<file path="config.mk">
export PLATFORM = sky130hd
export DESIGN_NAME = beat_sequencer
export DESIGN_NICKNAME = d
export VERILOG_FILES = /design/src/rtl/beat_sequencer.sv
export SDC_FILE = /design/constraint.sdc
export NUM_CORES = 1
export LEC_CHECK = 0
export ABC_AREA = 1
export BUFFER_PORTS_ARGS = -buffer_cell sky130_fd_sc_hd__buf_2
export CORE_MARGIN = 8
export CORE_UTILIZATION = 55
export DETAILED_ROUTE_END_ITERATION = 10
export PLACE_DENSITY = 0.91
export SYNTH_ARGS = -nofsm -noshare
export SYNTH_HDL_FRONTEND = slang
export SYNTH_SLANG_ARGS = --single-unit
export TNS_END_PERCENT = 5
</file>
<file path="constraint.sdc">
create_clock -name T3 -period 2.8 [get_ports T3]
set_input_delay 0.14 -clock T3 [delete_from_list [all_inputs] [get_ports T3]]
set_output_delay 0.14 -clock T3 [all_outputs]
set_load 0.01 [all_outputs]
</file>
<file path="src/rtl/beat_sequencer.sv">
// ---------------------------------------------------------------------------
// beat_sequencer
//
// Purpose:
//   Beat (timing-pulse) generator for a simple CPU control unit. A start
//   pushbutton (QD) launches a free-running beat sequence W[1] -> W[2]
//   (-> W[3]) -> W[1] ... The control unit shortens or lengthens each
//   instruction with SHORT / LONG and halts the machine with STOP.
//   INSTR_CNT counts completed instructions and wraps from 255 to 0.
//   Every sequential element updates on the falling edge of T3.
//
// Ports:
//   T3         in   1  system clock (all state changes on falling edge)
//   CLR        in   1  asynchronous active-low reset
//   QD         in   1  start pushbutton, asynchronous to T3
//   SHORT      in   1  instruction ends after the W[1] beat
//   LONG       in   1  instruction needs a W[3] beat
//   STOP       in   1  halt after the current beat
//   STEP       in   1  single-instruction mode (only with SINGLE_STEP_EN)
//   W          out  3  one-hot beat W[1..3]; 000 while halted
//   RUN        out  1  high whenever the sequencer is not halted
//   INSTR_CNT  out  8  number of completed instructions (wraps)
//
// Build option:
//   SINGLE_STEP_EN  when defined, adds the STEP input. With STEP=1 every
//                   instruction end returns to HALT, so each QD press
//                   executes exactly one instruction.
// ---------------------------------------------------------------------------
module beat_sequencer (
  input  logic       T3,
  input  logic       CLR,
  input  logic       QD,
  input  logic       SHORT,
  input  logic       LONG,
  input  logic       STOP,
`ifdef SINGLE_STEP_EN
  input  logic       STEP,
`endif
  output logic [3:1] W,
  output logic       RUN,
  output logic [7:0] INSTR_CNT
);

  // State encoding equals the W pattern, so W is a straight copy of the
  // state register and carries no logic from any input.
  typedef enum logic [2:0] {
    HALT = 3'b000,
    B1   = 3'b001,
    B2   = 3'b010,
    B3   = 3'b100
  } state_t;

  state_t     r_state;
  state_t     w_state_next;
  logic       r_run;
  logic [7:0] r_instr_cnt;

  // Start-button synchronizer and edge detection.
  logic       r_qd_meta;
  logic       r_qd_sync;
  logic       r_qd_prev;
  logic [1:0] r_fill;
  logic       r_armed;

  logic       w_start;
  logic       w_instr_end;
  logic       w_step;

`ifdef SINGLE_STEP_EN
  assign w_step = STEP;
`else
  assign w_step = 1'b0;
`endif

  // -------------------------------------------------------------------------
  // QD synchronizer. r_fill marks when r_qd_sync holds a genuine sample of
  // QD rather than its reset value: without it a button held down through
  // reset release would look like "sampled low, then rose" and start the
  // machine. ARMED is only set once a real low sample has been seen.
  // -------------------------------------------------------------------------
  always_ff @(negedge T3 or negedge CLR) begin
    if (!CLR) begin
      r_qd_meta <= 1'b0;
      r_qd_sync <= 1'b0;
      r_qd_prev <= 1'b0;
      r_fill    <= 2'b00;
      r_armed   <= 1'b0;
    end else begin
      r_qd_meta <= QD;
      r_qd_sync <= r_qd_meta;
      r_qd_prev <= r_qd_sync;
      r_fill    <= {r_fill[0], 1'b1};
      if (r_fill[1] && !r_qd_sync) begin
        r_armed <= 1'b1;
      end
    end
  end

  // Rising edge of the synchronized button. Only consumed in HALT, so a
  // press while running (or on the edge that enters HALT) is simply lost.
  assign w_start = r_armed & r_qd_sync & ~r_qd_prev;

  // -------------------------------------------------------------------------
  // Next-state logic. STOP has priority over SHORT/LONG; LONG only matters
  // in B2 and SHORT only in B1.
  // -------------------------------------------------------------------------
  always_comb begin
    w_state_next = r_state;
    w_instr_end  = 1'b0;
    case (r_state)
      HALT: begin
        if (w_start) begin
          w_state_next = B1;
        end
      end
      B1: begin
        if (STOP) begin
          w_state_next = HALT;
        end else if (SHORT) begin
          w_state_next = B1;
        end else begin
          w_state_next = B2;
        end
      end
      B2: begin
        if (STOP) begin
          w_state_next = HALT;
        end else if (LONG) begin
          w_state_next = B3;
        end else begin
          w_state_next = B1;
        end
      end
      B3: begin
        if (STOP) begin
          w_state_next = HALT;
        end else begin
          w_state_next = B1;
        end
      end
      default: begin
        w_state_next = HALT;
      end
    endcase

    // An instruction ends whenever a running beat hands over to B1 or HALT.
    if ((r_state == B1 || r_state == B2 || r_state == B3) &&
        (w_state_next == B1 || w_state_next == HALT)) begin
      w_instr_end = 1'b1;
      // Single-step: park in HALT instead of starting the next instruction.
      if (w_step) begin
        w_state_next = HALT;
      end
    end
  end

  // -------------------------------------------------------------------------
  // State, RUN and instruction counter registers.
  // -------------------------------------------------------------------------
  always_ff @(negedge T3 or negedge CLR) begin
    if (!CLR) begin
      r_state     <= HALT;
      r_run       <= 1'b0;
      r_instr_cnt <= 8'd0;
    end else begin
      r_state <= w_state_next;
      r_run   <= (w_state_next != HALT);
      if (w_instr_end) begin
        r_instr_cnt <= r_instr_cnt + 8'd1;
      end
    end
  end

  assign W         = r_state;
  assign RUN       = r_run;
  assign INSTR_CNT = r_instr_cnt;

endmodule

</file>
Word level (Yosys, flattened, before mapping)
Cells that the tools add are included.
{"block": "classes", "n_eq_ne": 4, "bitwise_logic": 3, "reduce_logical": 9, "muxes": 8, "n_lt_le_gt_ge": 0, "div_mod_pow": 0, "n_shift": 0, "add_sub_neg": 1, "multipliers": 0}
{"operator": "one-hot mux 3 bit (4 select lines)", "n": 1}
{"operator": "2-to-1 mux 3 bit", "n": 3}
{"operator": "adder 8 x 1 -> 8 bit, second input constant", "n": 1}
{"operator": "== test 3 x 1 -> 1 bit, second input constant", "n": 2}
{"operator": "zero test 3 bit", "n": 2}
{"operator": "2-to-1 mux 2 bit", "n": 2}
{"operator": "== test 3 x 2 -> 1 bit, second input constant", "n": 1}
{"operator": "== test 3 bit, second input constant", "n": 1}
{"operator": "logical OR 1 bit", "n": 3}
{"operator": "nonzero test 3 bit", "n": 1}
{"operator": "bitwise AND 1 bit", "n": 2}
{"operator": "logical AND 1 bit", "n": 2}
{"operator": "2-to-1 mux 1 bit", "n": 2}
{"operator": "zero test 1 bit", "n": 1}
{"operator": "NOT 1 bit", "n": 1}
{"block": "word_totals", "n_memories": 0, "input_bits": 6, "wordCells": 33, "mem_bits_ro": 0, "ff_bits": 18, "out_inout_bits": 12, "latchBits": 0, "mem_bits_rw": 0}

Logic depth before layout (Yosys ltp)
{"block": "logic_depth", "ltp_word": 8, "ltp_mapped": 8, "mapped_depth_nobuf": 8}

==> impl_metrics.tcl <==
set metrics [dict create \
    status "complete, no violations" \
    initial_utilization_pct 58.49 \
    diodes 0 \
    cp.arrival_ns 2.39 \
    clock-sinks 18 \
    critPathLaunchType "flop" \
    path_clk_slew_ns 0.06 \
    track_usage_pct 12.66 \
    reg2reg_depth 8 \
    stdcell_area_um2 998.5 \
    place_area_um2 975.9 \
    pre_cts_ws_ns 0.3505 \
    crit_cells 1 \
    cts_hold_buf 0 \
    min-delay-start "r_qd_meta$_DFF_NN0_" \
    finalWeightedCongestion 0.8479 \
    grt_max_degree 19 \
    vias 744 \
    crit_type "reg2out" \
    r2r_slack_ns 1.47 \
    portBuffers 17 \
    synthAdderAreaFrac_pct 1.437 \
    synthSimpleGateAreaFrac_pct 34.91 \
    drive_gt1_share_pct 20.80 \
    path_cells "buf_2" \
    startpoint "INSTR_CNT[2]$_DFFE_NN0P_" \
    insertion_delay_ns 0.29 \
    peakVddDrop_uv 603.9 \
    cts_setup_buffers 0 \
    r2r_end "INSTR_CNT[6]$_DFFE_NN0P_" \
    final.setup_skew_ns 0.002792 \
    layout_common_cells "nand2_1, dfrtn_1, buf_2" \
    seq_area_um2 450.4 \
    yosysUniqueCellTypes 18 \
    whs_ns 0.3062 \
    route.detailed.drc 0 \
    power.leakage_nw 0.6025 \
    synth_top_family_by_area "simple AND/OR/NAND/NOR gates" \
    io-pin-count 18 \
    drt_iter0_markers 24 \
    synth_fp_nets 112 \
    ant_nets 0 \
    rsz0062_at_grt "false" \
    nNetsFinal 134 \
    hpwl_mm 1.408 \
    synth_top_cell_by_area "dfrtn_1" \
    p_total_mw 0.6687 \
    synthTopCellsByArea "dfrtn_1, nand2_1, nand3_1" \
    synthDominantCellAreaShare_pct 51.72 \
    avgSynthCellArea_um2 8.294 \
    path_max_fanout 7 \
    dieArea_um2 3113 \
    required_ns 2.66 \
    htreeDepth 1 \
    ys_seq_area_share_pct 51.72 \
    finalMaxSlewViolations 0 \
    drtPass1Iterations 4 \
    tns_ns 0 \
    p_per_area_nw_per_um2 669.7 \
    r2r_start "INSTR_CNT[0]$_DFFE_NN0P_" \
    clock_path_buffers 2 \
    final_common_cell "nand2_1" \
    clk_root_buffer_cell "clkbuf_4" \
    synthXorXnorAreaFrac_pct 3.017 \
    wirelength_mm 1.810 \
    synth_cells 105 \
    slowest_delay_ns 0.53 \
    antenna_found_initial 0 \
    synth_mux_area_share_pct 0 \
    hold_path_class "reg2reg" \
    cts_inserted_buffers 3 \
    core_area_um2 1489 \
    die_y_um 55.79 \
    synth_seq_cells 18 \
    die_w_um 55.79 \
    grt_pass1_vias 788 \
    final.fill_count 125 \
    cpLargestDelayFamily "flip-flops" \
    grt_pass1_wl_mm 3.346 \
    critPathCaptureType "primary output" \
    finalSetupViolations 0 \
    ctsResizeCount 0 \
    path_buf_inv 1 \
    hold_viol 0 \
    synth_compound_area_share_pct 2.011 \
    synth_warnings 0 \
    critPathCapture "INSTR_CNT[2]" \
    cts_tree "done" \
    wire_per_inst_um 12.84 \
    vias_per_cell 5.277 \
    grt_remaining_overflow 0 \
    rows 14 \
    layout_setup_ws_ns 0.2724 \
    multi_input_area_um2 364.1 \
    cpMaxStageDelayCell "dfrtn_1" \
    syn-cell-area_um2 870.8 \
    area_growth_pct 14.66 \
    drv_cap 0 \
]
[worst min path at each step]
stage                     cells past startpoint                  end
after global placement                        0  r_fill[1]$_DFF_NN0_
after global routing                          0  r_qd_sync$_DFF_NN0_
after detailed placement                      0  r_qd_sync$_DFF_NN0_
final                                         0  r_qd_sync$_DFF_NN0_
after CTS                                     0  r_qd_sync$_DFF_NN0_
after floorplan                               0  r_fill[1]$_DFF_NN0_
[stage by stage]
step | util, % | instances
2_1_floorplan | - | 105
3_3_place_gp | 65.55 | 138
3_5_place_dp | 65.55 | 138
4_1_cts | 67.06 | 141
5_1_grt | 67.06 | 141
6_report | 67.06 | 141
[cell type report]
type	instances	area share [%]
sequential	18	45.11
multi-input combinational	72	36.47
timing repair buffer	17	8.521
inverter	15	5.639
clock buffer	3	2.256
tap	16	2.005
[flip-flops by register name (all words and copies together), names as in the netlist]
name,cells
INSTR_CNT,8
r_qd_meta,1
W,3
r_qd_sync,1
RUN,1
r_armed,1
r_fill,2
r_qd_prev,1
[kinds of logic (layout without fill, tap and decap cells)]
group / count (synthesis) / count (layout)
adder cells (fa/ha/maj): 1 / 1
AND/OR/NAND/NOR: 64 / 64
AO/OA/AOI/OAI: 3 / 3
buffers and inverters: 15 / 35
flip-flops: 18 / 18
XOR/XNOR: 3 / 3
other: 1 / 1
[power by group]
part	internal, mW	switching, mW
Clock	0.0500	0.0727
Sequential	0.304	0.0526
Combinational	0.0780	0.111
Total	0.432	0.237
[synth_stat cells]
master    count
nand2_1      33
nor2_1        8
nand3_1      14
inv_1        14
a21o_1        1
xor2_1        1
nor2_2        2
a21oi_1       1
conb_1        1
inv_2         1
nand4_1       3
ha_1          1
dfrtn_1      18
nand3b_1      1
o21ai_0       1
xnor2_1       2
nand2_2       1
nand3_4       2
[metal layers]
layer | vias to the layer above | wire [µm] | GRT usage, %
met5 | - | 0 | 0
met4 | 0 | 53 | 6.338
met3 | 6 | 113 | 3.653
met2 | 20 | 899 | 21.63
met1 | 349 | 743 | 13.79
li1 | 369 | - | -
Note: power is estimated with default switching activity, not from simulation.
